`config.mk`:
```
export PLATFORM = sky130hd
export DESIGN_NAME = blackjack_scoreboard
export DESIGN_NICKNAME = d
export VERILOG_FILES = /design/src/rtl/blackjack_scoreboard.sv
export SDC_FILE = /design/constraint.sdc
export NUM_CORES = 1
export LEC_CHECK = 0
export BUFFER_PORTS_ARGS = -buffer_cell sky130_fd_sc_hd__buf_4
export CAP_MARGIN = 10
export CORE_MARGIN = 2
export CORE_UTILIZATION = 35
export CTS_CLUSTER_DIAMETER = 150
export DETAILED_ROUTE_END_ITERATION = 10
export PLACE_DENSITY = 0.58
export SETUP_SLACK_MARGIN = 0.5
export SLEW_MARGIN = 20
export SYNTH_ARGS = -nofsm -noshare
export SYNTH_HDL_FRONTEND = slang
export SYNTH_SLANG_ARGS = --single-unit
```
`constraint.sdc`:
```
create_clock -name clock -period 2.1 [get_ports clock]
set_input_delay 0.42 -clock clock [delete_from_list [all_inputs] [get_ports clock]]
set_output_delay 0.42 -clock clock [all_outputs]
set_load 0.02 [all_outputs]
```
`src/rtl/blackjack_scoreboard.sv`:
```
// -----------------------------------------------------------------------------
// blackjack_scoreboard
//
// Sits between the blackjack game FSM and the board HEX/LED pins. It shows the
// player and dealer hand totals as two decimal digits each on active-low
// seven-segment displays. It keeps saturating win/loss tallies that count each
// round exactly once. It blinks a win or lose LED while a round result is held.
//
// Ports
//   clock         system clock, all logic on the rising edge
//   reset_n       asynchronous active-low reset
//   phand, dhand  player / dealer hand totals, unsigned 0..31
//   result        00 playing, 01 player lost, 11 player won, 10 treated as playing
//   clear_scores  synchronous active-high clear of both tallies
//   hex_p1/p0     player tens / units digit, active-low {g,f,e,d,c,b,a}
//   hex_d1/d0     dealer tens / units digit, same encoding
//   win_count     player wins tally (saturates at MAX_SCORE)
//   loss_count    player losses tally (saturates at MAX_SCORE)
//   led_win       blinks while a win is held
//   led_lose      blinks while a loss is held
// -----------------------------------------------------------------------------
module blackjack_scoreboard #(
   parameter int BLINK_DIV = 25000000,
   parameter int MAX_SCORE = 99
) (
   input  logic       clock,
   input  logic       reset_n,
   input  logic [4:0] phand,
   input  logic [4:0] dhand,
   input  logic [1:0] result,
   input  logic       clear_scores,
   output logic [6:0] hex_p1,
   output logic [6:0] hex_p0,
   output logic [6:0] hex_d1,
   output logic [6:0] hex_d0,
   output logic [6:0] win_count,
   output logic [6:0] loss_count,
   output logic       led_win,
   output logic       led_lose
);

   localparam int              CNT_W     = $clog2(2 * BLINK_DIV);
   localparam logic [CNT_W-1:0] CNT_TOP  = CNT_W'(2 * BLINK_DIV - 1);
   localparam logic [CNT_W-1:0] CNT_HALF = CNT_W'(BLINK_DIV);
   localparam logic [6:0]      SCORE_MAX = 7'(MAX_SCORE);
   localparam logic [6:0]      SEG_BLANK = 7'h7F;

   typedef enum logic [1:0] {WAIT, SHOW_WIN, SHOW_LOSE} state_t;

   // Active-low segment pattern for one decimal digit.
   function automatic logic [6:0] seg7(input logic [3:0] d);
      case (d)
         4'd0:    return 7'b1000000;
         4'd1:    return 7'b1111001;
         4'd2:    return 7'b0100100;
         4'd3:    return 7'b0110000;
         4'd4:    return 7'b0011001;
         4'd5:    return 7'b0010010;
         4'd6:    return 7'b0000010;
         4'd7:    return 7'b1111000;
         4'd8:    return 7'b0000000;
         4'd9:    return 7'b0010000;
         default: return SEG_BLANK;
      endcase
   endfunction

   // {tens[1:0], units[3:0]} of a 0..31 value using compares and one subtract.
   function automatic logic [5:0] split_bcd(input logic [4:0] v);
      if (v >= 5'd30)      return {2'd3, 4'(v - 5'd30)};
      else if (v >= 5'd20) return {2'd2, 4'(v - 5'd20)};
      else if (v >= 5'd10) return {2'd1, 4'(v - 5'd10)};
      else                 return {2'd0, v[3:0]};
   endfunction

   // Tens digit is blank for single-digit values.
   function automatic logic [6:0] tens_seg(input logic [1:0] t);
      return (t == 2'd0) ? SEG_BLANK : seg7({2'b00, t});
   endfunction

   // Saturating tally increment.
   function automatic logic [6:0] sat_inc(input logic [6:0] cnt, input logic en);
      return (en && (cnt != SCORE_MAX)) ? cnt + 7'd1 : cnt;
   endfunction

   logic [5:0]       p_bcd, d_bcd;
   logic [1:0]       res_p0;
   state_t           state_q, state_d;
   logic             win_ev, loss_ev;
   logic [CNT_W-1:0] blink_cnt;

   assign p_bcd = split_bcd(phand);
   assign d_bcd = split_bcd(dhand);

   // Stage p0: registered digits and registered round code.
   always_ff @(posedge clock or negedge reset_n) begin
      if (!reset_n) begin
         hex_p1 <= SEG_BLANK;
         hex_p0 <= SEG_BLANK;
         hex_d1 <= SEG_BLANK;
         hex_d0 <= SEG_BLANK;
         res_p0 <= 2'b00;
      end else begin
         hex_p1 <= tens_seg(p_bcd[5:4]);
         hex_p0 <= seg7(p_bcd[3:0]);
         hex_d1 <= tens_seg(d_bcd[5:4]);
         hex_d0 <= seg7(d_bcd[3:0]);
         res_p0 <= result;
      end
   end

   // The state remembers the class of the previous code, so a round event is
   // only raised when leaving WAIT; a direct win<->lose flip is not a new round.
   always_comb begin
      state_d = state_q;
      win_ev  = 1'b0;
      loss_ev = 1'b0;
      case (state_q)
         WAIT: begin
            if (res_p0 == 2'b11) begin
               state_d = SHOW_WIN;
               win_ev  = 1'b1;
            end else if (res_p0 == 2'b01) begin
               state_d = SHOW_LOSE;
               loss_ev = 1'b1;
            end
         end
         SHOW_WIN: begin
            if (res_p0 == 2'b01)      state_d = SHOW_LOSE;
            else if (res_p0 != 2'b11) state_d = WAIT;
         end
         SHOW_LOSE: begin
            if (res_p0 == 2'b11)      state_d = SHOW_WIN;
            else if (res_p0 != 2'b01) state_d = WAIT;
         end
         default: state_d = WAIT;
      endcase
   end

   always_ff @(posedge clock or negedge reset_n) begin
      if (!reset_n) state_q <= WAIT;
      else          state_q <= state_d;
   end

   // Stage p1: tallies, blink counter and LEDs, all driven by the state update.
   always_ff @(posedge clock or negedge reset_n) begin
      if (!reset_n) begin
         win_count  <= 7'd0;
         loss_count <= 7'd0;
      end else if (clear_scores) begin
         win_count  <= 7'd0;
         loss_count <= 7'd0;
      end else begin
         win_count  <= sat_inc(win_count, win_ev);
         loss_count <= sat_inc(loss_count, loss_ev);
      end
   end

   // LEDs are registered from the counter, so the lit LED appears one cycle
   // after state entry and drops on the same edge the state leaves.
   always_ff @(posedge clock or negedge reset_n) begin
      if (!reset_n) begin
         blink_cnt <= '0;
         led_win   <= 1'b0;
         led_lose  <= 1'b0;
      end else if ((state_d != state_q) || (state_d == WAIT)) begin
         blink_cnt <= '0;
         led_win   <= 1'b0;
         led_lose  <= 1'b0;
      end else begin
         led_win   <= (state_q == SHOW_WIN)  && (blink_cnt < CNT_HALF);
         led_lose  <= (state_q == SHOW_LOSE) && (blink_cnt < CNT_HALF);
         blink_cnt <= (blink_cnt == CNT_TOP) ? '0 : blink_cnt + 1'b1;
      end
   end

endmodule

```
### Word-level counts from Yosys, hierarchy flattened

Memories as Yosys holds them, arrays and structs flattened. A register that Yosys moved wholly into a read port is not among the register bits.
Cells that the tools add are included.

| storage, ports and cells | value |
|---|---|
| bits in registers | 60 |
| memory bits (read-only) | 224 |
| input bits | 15 |
| output and inout port bits | 44 |
| word-level logic and storage cells | 86 |
| memories kept | 2 |

| operators by class | value |
|---|---|
| add/sub/neg operators | 9 |
| magnitude comparators | 7 |
| eq/ne operators | 16 |
| mux-type cells | 30 |
| reductions and logical operators | 13 |

Memories:

| name | words | width | read ports | clocked after Yosys merged registers in | wr ports | RTL line | RTL |
|---|---|---|---|---|---|---|---|
| (no name shown) | 16 | 7 | 1 | 1 | 0 | 52 | `case (d)` |
| (no name shown) | 16 | 7 | 1 | 1 | 0 | 52 |  |

Operator list:

| operator | count |
|---|---|
| 26-bit two-way mux | 2 |
| 7-bit two-way mux | 6 |
| 7-bit case mux with 3 select lines | 2 |
| 26-bit by 1-bit adder with 26-bit output (second input constant) | 1 |
| 26-bit == test (second input constant) | 1 |
| 26-bit by 25-bit < comparator with 1-bit output (second input constant) | 1 |
| 6-bit two-way mux | 4 |
| 5-bit greater-or-equal comparator (second input constant) | 4 |
| 4-bit subtractor (second input constant) | 4 |
| 7-bit by 1-bit adder with 7-bit output (second input constant) | 2 |
| 7-bit inequality test (second input constant) | 2 |
| 2-bit == test (second input constant) | 6 |
| 2-bit two-way mux | 6 |
| 5-bit by 4-bit greater-or-equal comparator with 1-bit output (second input constant) | 2 |
| 5-bit two-way mux | 2 |
| 2-bit by 1-bit == test with 1-bit output (second input constant) | 4 |
| 2-bit logical NOT | 4 |
| 4-bit by 3-bit subtractor with 4-bit output (second input constant) | 2 |
| 1-bit two-way mux | 7 |
| 2-bit case mux with 3 select lines | 1 |
| 1-bit logical AND | 4 |
| 2-bit nonzero test | 2 |
| 1-bit logical NOT | 2 |
| 2-bit by 1-bit inequality test with 1-bit output (second input constant) | 1 |
| other kinds (3) | 3 |

### Logic depth before layout (Yosys ltp)

Gate-level depths: netlist (run 1).

| logic depth | value |
|---|---|
| depth in word-level cells | 7 |
| depth in mapped cells | 11 |
| depth with buffers taken out | 11 |

### Least setup slack after synthesis (run 1)

Ideal clock, no wire load.

| timing path | value |
|---|---|
| path type | input to register |
| from | in dhand[1] |
| to | reg hex_d0[4] |
| setup time | 0.082 ns |
| arrival | 2.057 ns |
| required time | 2.018 ns |
| slack | -0.039 ns |
| stages | 11 |
| buffers on the path | 0 |
| cells stage by stage | inv_1 ha_1 nor2b_1 o31ai_1 o22ai_1 xnor2_1 inv_1 ha_1 inv_1 nor3_1 nor3_1 |

| between the ends | value |
|---|---|
| longest elaborated chain between the ends | 4 |
| elaborated cells on any way between the ends | 9 |
| classes of those cells | 3 x add/sub; 3 x order compare; 3 x mux |

Ends and longest elaborated chain:

| what | RTL line | RTL |
|---|---|---|
| start, declared | 29 | `input logic [4:0] dhand,` |
| 4-bit subtractor / 5-bit by 4-bit greater-or-equal comparator with 1-bit output (equally long branches) | 71 | `else if (v >= 5'd10) return {2'd1, 4'(v - 5'd10)};` |
| 5-bit two-way mux | 71 |  |
| 6-bit two-way mux | 70 | `else if (v >= 5'd20) return {2'd2, 4'(v - 5'd20)};` |
| 6-bit two-way mux * | 69 | `if (v >= 5'd30) return {2'd3, 4'(v - 5'd30)};` |
| end, declared | 35 | `output logic [6:0] hex_d0,` |

Mark *: on every way between the ends. The rest lies on a longest branch, timed or not.
A chain may end at the register's enable or synchronous reset.

### Final worst setup path (run 1)

| timing path | value |
|---|---|
| from | reg blink_cnt[9] |
| to | reg blink_cnt[9] |

| between the ends | value |
|---|---|
| longest elaborated chain between the ends | 3 |
| elaborated cells on any way between the ends | 4 |
| classes of those cells | 1 x add/sub; 1 x eq/ne; 2 x mux |

Ends and longest elaborated chain:

| what | RTL line | RTL |
|---|---|---|
| start, declared | 89 | `logic [CNT_W-1:0] blink_cnt;` |
| start signal, assigned | 172 | `blink_cnt <= (blink_cnt == CNT_TOP) ? '0 : blink_cnt + 1'b1;` |
| 26-bit by 1-bit adder with 26-bit output / 26-bit == test (equally long branches) | 172 |  |
| 26-bit two-way mux * | 172 |  |
| 26-bit two-way mux * | 165 | `end else if ((state_d != state_q) \|\| (state_d == WAIT)) begin` |

Marked as above.

==> results_dict.tcl, run 1 <==
set metrics [dict create \
    outcome "finished with violations" \
    violations "negative hold slack" \
    required_ns 2.33 \
    maxCapViolations 0 \
    syn_avg_cell_area_sq_um 9.92 \
    grt-ovfl-total 0 \
    setup_viol 0 \
    drc 0 \
    synthTopCellsByArea "dfrtp_1 (30%), dfstp_2 (15%), ha_1 (7.5%)" \
    clk_latency_ns 0.35 \
    synth_area_sq_mm 0.00384 \
    grt_max_degree 38 \
    vias 3231 \
    diodes 0 \
    post_drt_wl_per_cell_microns 13.7 \
    async_reset_ff_share_pct 100 \
    fmax_mhz 572 \
    htree_levels 3 \
    routed_wl_microns 9020 \
    path_cells "or4_4 -> nor4_4 -> a21o_2 -> buf_12 -> nor2_1" \
    crit_type "flip-flop to flip-flop" \
    hold_class "input pin to async pin" \
    yosysWarningCount 0 \
    syn_inst 387 \
    place_area_sq_mm 0.00482 \
    die-area_sq_mm 0.0118 \
    nNetsFinal 552 \
    reg2reg_depth 5 \
    rows 38 \
    r2r-end "blink_cnt[9]$_DFF_PN0_" \
    fin_area_sq_mm 0.00574 \
    crit_fanout 15 \
    p_per_area_mw_per_mm2 601 \
    hold_viol_final 2 \
    drtPass1Iterations 6 \
    numCtsBuffers 9 \
    yosysMostFrequentCell "dfrtp_1" \
    dp.cells 615 \
    gp_congestion 0.856 \
    cts_tree "built" \
    coreArea_sq_mm 0.0107 \
    reg2reg_from "blink_cnt[9]$_DFF_PN0_" \
    power_leakage_nw 2.50 \
    synth_seq_cells 68 \
    ctsLongestPathBuffers 2 \
    synth_top_cell_by_area "dfrtp_1" \
    clockRootBuffer "clkbuf_8" \
    synth_flop_cell "dfrtp_1" \
    clk_pin_slew_worst_paths_ns 0.08 \
    fp.dieW_microns 109 \
    r2r_slack_ns 0.35 \
    dp_hpwl_microns 5920 \
    postCtsHoldBufs 0 \
    ir_drop_v 0.000400 \
    finClkSkew_ns 0.0112 \
    crit_path_top_delay_cell "or4_4" \
    synth_top_area_share_pct 30.0 \
    start_util_pct 35.7 \
    cp-end-kind "flip-flop" \
    final_antenna_net_count 0 \
    cts.sinks 68 \
    cpPeakStageDelay_ns 0.55 \
    ios 59 \
    area_growth_pct 49.6 \
    critical_path_arrival_ns 1.98 \
    drtIter0Drc 85 \
    synth_edf_count 0 \
    layout-drive-gt1-share_pct 51.1 \
    synth-seq-area-share_pct 45.1 \
    rsz0062_at_grt "yes" \
    start_kind "flip-flop" \
    ys_top_cells_by_count "dfrtp_1 (46), nor2_1 (44), a21oi_1 (25), nand2_1 (25), ha_1 (23)" \
    hold_ws_ns -0.00124 \
    io_buffers 56 \
    grt_pass1_vias 3187 \
    min_period_over_period_pct 83.2 \
    antenna_found_initial 0 \
    fin_cells 659 \
    die_h_microns 109 \
    num-fill-cells 961 \
    yosysUniqueCellTypes 56 \
    grt.total_usage_pct 15.8 \
    period_needed_ns 1.75 \
    avgViaCountPerCell 4.90 \
    grt_pass1_wl_microns 14800 \
    maxSlewViolCount 0 \
]
layout by cell type (no fill, tap or decap), drive strengths merged, types with 2 or more instances in the layout:
master	instances
a21oi	26
o31ai	2
nor2b	3
o31a	2
nand2b	7
nand3	15
nor3	7
dfstp	22
ha	23
a21o	3
and2	2
clkinv	3
o21ai	14
and3	8
nand2	26
o211a	2
or3	10
o22ai	2
clkbuf	12
xnor2	13
nand4	13
dfrtp	46
mux2i	12
nor3b	3
a211o	2
nor2	48
buf	131
or4	2
conb	2
or4b	2
xor2	20
inv	19
nor4	5
registers in the layout, indices dropped and copies added (netlist names), 2 cells and up:
| signal | cells |
|---|---|
| win_count | 7 |
| hex_p1 | 4 |
| blink_cnt | 26 |
| res_p0 | 2 |
| hex_p0 | 7 |
| hex_d1 | 4 |
| hex_d0 | 7 |
| state_q | 2 |
| loss_count | 7 |
worst max-delay path by stage:
stage	start	to	slack [ns]	cells after the start
2_1_floorplan	dhand[1]	hex_d0[5]$_DFF_PN1_	0.09	11
3_3_place_gp	dhand[1]	hex_d0[0]$_DFF_PN1_	-0.13	11
3_5_place_dp	phand[1]	hex_p0[5]$_DFF_PN1_	-0.20	10
4_1_cts	blink_cnt[9]$_DFF_PN0_	led_win$_DFF_PN0_	0.36	6
5_1_grt	dhand[1]	hex_d0[5]$_DFF_PN1_	0.26	12
6_report	blink_cnt[9]$_DFF_PN0_	blink_cnt[9]$_DFF_PN0_	0.35	5
logic make-up (layout without fill, tap and decap cells):
| family | after synthesis | count (layout) | synth area share [%] |
|---|---|---|---|
| compound gates | 60 | 60 | 9.94 |
| xor+xnor | 33 | 33 | 7.53 |
| fa+ha+maj | 23 | 23 | 7.50 |
| buf+inv | 35 | 166 | 4.89 |
| flops | 68 | 68 | 45.1 |
| mux | 13 | 13 | 3.42 |
| other cells | 1 | 2 | 0.0977 |
| simple gates | 154 | 154 | 21.6 |
metal layers:
metal | global-route usage (%) | vias to the layer above | wire length [microns]
li1 | - | 1595 | -
met1 | 19.6 | 1566 | 3860
met2 | 26.6 | 51 | 4690
met3 | 3.47 | 19 | 246
met4 | 6.59 | 0 | 218
met5 | 0 | - | 0
stage by stage:
step | total power [mW] | utilization, % | TNS, ns | hold WS (ns) | setup slack, ns
5_1_grt | 3.64 | 53.4 | 0 | 0.00992 | 0.258
4_1_cts | 3.45 | 51.3 | 0 | 0.00639 | 0.362
6_report | 3.45 | 53.4 | 0 | -0.00124 | 0.352
2_1_floorplan | 1.87 | - | 0 | 0.124 | 0.0862
3_3_place_gp | 2.21 | 44.9 | -1.18 | 0.394 | -0.129
3_5_place_dp | 2.21 | 44.9 | -1.78 | 0.399 | -0.198
cell type report:
class	count	area [sq um]	share of cell area [%]
sequential	68	1740	30.2
multi-input combinational	285	2420	42.1
tap	140	175	3.05
clock buffer	12	155	2.70
clock inverter	4	48.8	0.850
timing repair buffer	131	1100	19.2
inverter	19	104	1.81
critical path: cells and delay by family (launching register included):
family,cells,cell delay (ns)
flops,1,0.42
buf+inv,1,0.15
compound gates,1,0.24
simple gates,3,0.82
power by group:
| part | switching, mW | internal, mW | total [mW] |
|---|---|---|---|
| sequential | 0.0366 | 1.44 | 1.47 |
| combinational | 0.448 | 0.420 | 0.868 |
| clock | 0.500 | 0.612 | 1.11 |
what timing repair did:
action | in CTS | in global routing
gates resized for setup | 74 | 33
endpoints found under the setup margin | 46 | 50
endpoints found under the hold margin | 0 | 0
pin swaps | 44 | 28
buffers inserted | 19 | 9
Power figures use the tool's default switching activity.
==> inputs of run 2 (changes only) <==
Settings changed: PLACE_DENSITY 0.58 to 0.6.
Clock period 2.1 ns to 1.47 ns, I/O delays scaled along.
==> run 2 against run 1 <==
Compared with the run above: the run ends with negative hold slack, negative setup slack left; sequential power up 46%; die area stayed put; non-clock buffer count is 62 higher.
==> results_dict.tcl, run 2 (synthesized netlist as in run 1, its figures left out) <==
set metrics [dict create \
    outcome "finished with violations" \
    violations "negative hold slack, negative setup slack" \
    path_buf_inv 1 \
    setup_viol 46 \
    clk_pin_slew_worst_paths_ns 0.07 \
    largest-register "blink_cnt" \
    grt-ovfl-total 0 \
    grt_pass1_vias 3534 \
    final_antenna_net_count 0 \
    path_cells "or4_4 -> nor4_4 -> buf_4 -> a31oi_2 -> o21ai_1 -> a21oi_2" \
    dp_hpwl_microns 6480 \
    rsz0062_at_grt "yes" \
    min_period_over_period_pct 119 \
    crit_fanout 4 \
    fin_ws_ns -0.282 \
    vias 3434 \
    hold_ws_ns -0.146 \
    gp_congestion 0.880 \
    coreArea_sq_mm 0.0107 \
    power_leakage_nw 2.85 \
    crit_type "flip-flop to flip-flop" \
    largest_register_ff_count 26 \
    fin_area_sq_mm 0.00647 \
    layout-drive-gt1-share_pct 58.0 \
    rows 38 \
    clockRootBuffer "clkbuf_8" \
    avgViaCountPerCell 4.76 \
    final_common_cell "buf_4" \
    p_per_area_mw_per_mm2 753 \
    antenna_found_initial 0 \
    start_kind "flip-flop" \
    fp.dieW_microns 109 \
    drc 0 \
    start_util_pct 35.7 \
    mostFrequentLayoutCells "buf_4 (111), buf_6 (73), dfrtp_1 (39), nor2_1 (37), nand2_1 (24)" \
    r2r_slack_ns -0.28 \
    cts_tree "built" \
    ir_drop_v 0.000407 \
    fin_total_pwr_mw 4.87 \
    cp-end-kind "flip-flop" \
    reg2reg_from "blink_cnt[9]$_DFF_PN0_" \
    grt_max_degree 28 \
    cpPeakStageDelay_ns 0.57 \
    dp.cells 671 \
    critical_path_arrival_ns 1.98 \
    num-fill-cells 894 \
    clk_latency_ns 0.34 \
    drtIter0Drc 122 \
    maxCapViolations 0 \
    finClkSkew_ns 0.00798 \
    required_ns 1.70 \
    routed_wl_microns 9260 \
    numCtsBuffers 9 \
    place_area_sq_mm 0.00532 \
    cp_top_family "simple AND/OR/NAND/NOR gates" \
    nNetsFinal 614 \
    r2r-end "blink_cnt[16]$_DFF_PN0_" \
    maxSlewViolCount 0 \
    die-area_sq_mm 0.0118 \
    hold_class "input pin to async pin" \
    ios 59 \
    cts.sinks 68 \
    hold_viol_final 15 \
    io_buffers 56 \
    period_needed_ns 1.75 \
    reg2reg_depth 6 \
    post_drt_wl_per_cell_microns 12.8 \
    fin_cells 721 \
    grt_pass1_wl_microns 15800 \
    crit_path_top_delay_cell "or4_4" \
    htree_levels 3 \
    ctsLongestPathBuffers 2 \
    area_growth_pct 68.6 \
    fmax_mhz 571 \
    diodes 0 \
    drtPass1Iterations 4 \
    die_h_microns 109 \
    grt.total_usage_pct 16.7 \
]
==> run 2: how the worst max path moves through the flow <==
stage	from	endpoint	slack [ns]	cells after the start
after detailed placement	dhand[1]	hex_d0[0]$_DFF_PN1_	-0.71	11
after floorplan	dhand[1]	hex_d0[5]$_DFF_PN1_	-0.42	11
final	blink_cnt[9]$_DFF_PN0_	blink_cnt[16]$_DFF_PN0_	-0.28	6
after CTS	blink_cnt[9]$_DFF_PN0_	blink_cnt[12]$_DFF_PN0_	-0.29	5
after global routing	blink_cnt[0]$_DFF_PN0_	blink_cnt[16]$_DFF_PN0_	-0.42	6
after global placement	phand[2]	hex_p0[5]$_DFF_PN1_	-0.61	10
==> run 2: stage by stage <==
stage | setup slack (ns) | hold slack (ns) | util (%) | setup TNS, ns
4_1_cts | -0.295 | -0.153 | 58.1 | -8.08
3_5_place_dp | -0.705 | 0.227 | 49.5 | -15.81
2_1_floorplan | -0.418 | -0.00159 | - | -9.12
6_report | -0.282 | -0.146 | 60.2 | -8.39
3_3_place_gp | -0.613 | 0.225 | 49.5 | -14.45
5_1_grt | -0.415 | -0.133 | 60.2 | -12.81
==> run 2: where the power goes <==
group	internal, mW	switching [mW]	leakage (nW)
Clock	0.659	0.670	0.0807
Combinational	0.741	0.665	1.91
Sequential	2.06	0.0785	0.856
==> run 2: cell type report <==
cell class                      count  area, sq um  share of cell area [%]
Tap cell                          140          175                    2.71
Clock buffer                       14          153                    2.36
Inverter                           19          106                    1.64
Timing Repair Buffer              193         1830                    28.3
Clock inverter                      2         12.5                   0.193
Sequential cell                    68         1740                    26.9
Multi-Input combinational cell    285         2450                    37.9
==> run 2: routing by layer <==
metal / part of all wire, % / vias to the layer above / global-route usage, %
met5: 0 / - / 0
met4: 1.6 / 0 / 6.23
met3: 2.5 / 12 / 2.57
met2: 54 / 48 / 30.4
met1: 42 / 1664 / 19.8
li1: - / 1710 / -
==> run 2: timing repair <==
| action | 4_1_cts | 5_1_grt |
|---|---|---|
| buffers inserted | 20 | 13 |
| gates resized for setup | 150 | 27 |
| cloned | 1 | 0 |
| pin swaps | 49 | 32 |
| endpoints found under the setup margin | 104 | 104 |
| endpoints found under the hold margin | 15 | 15 |
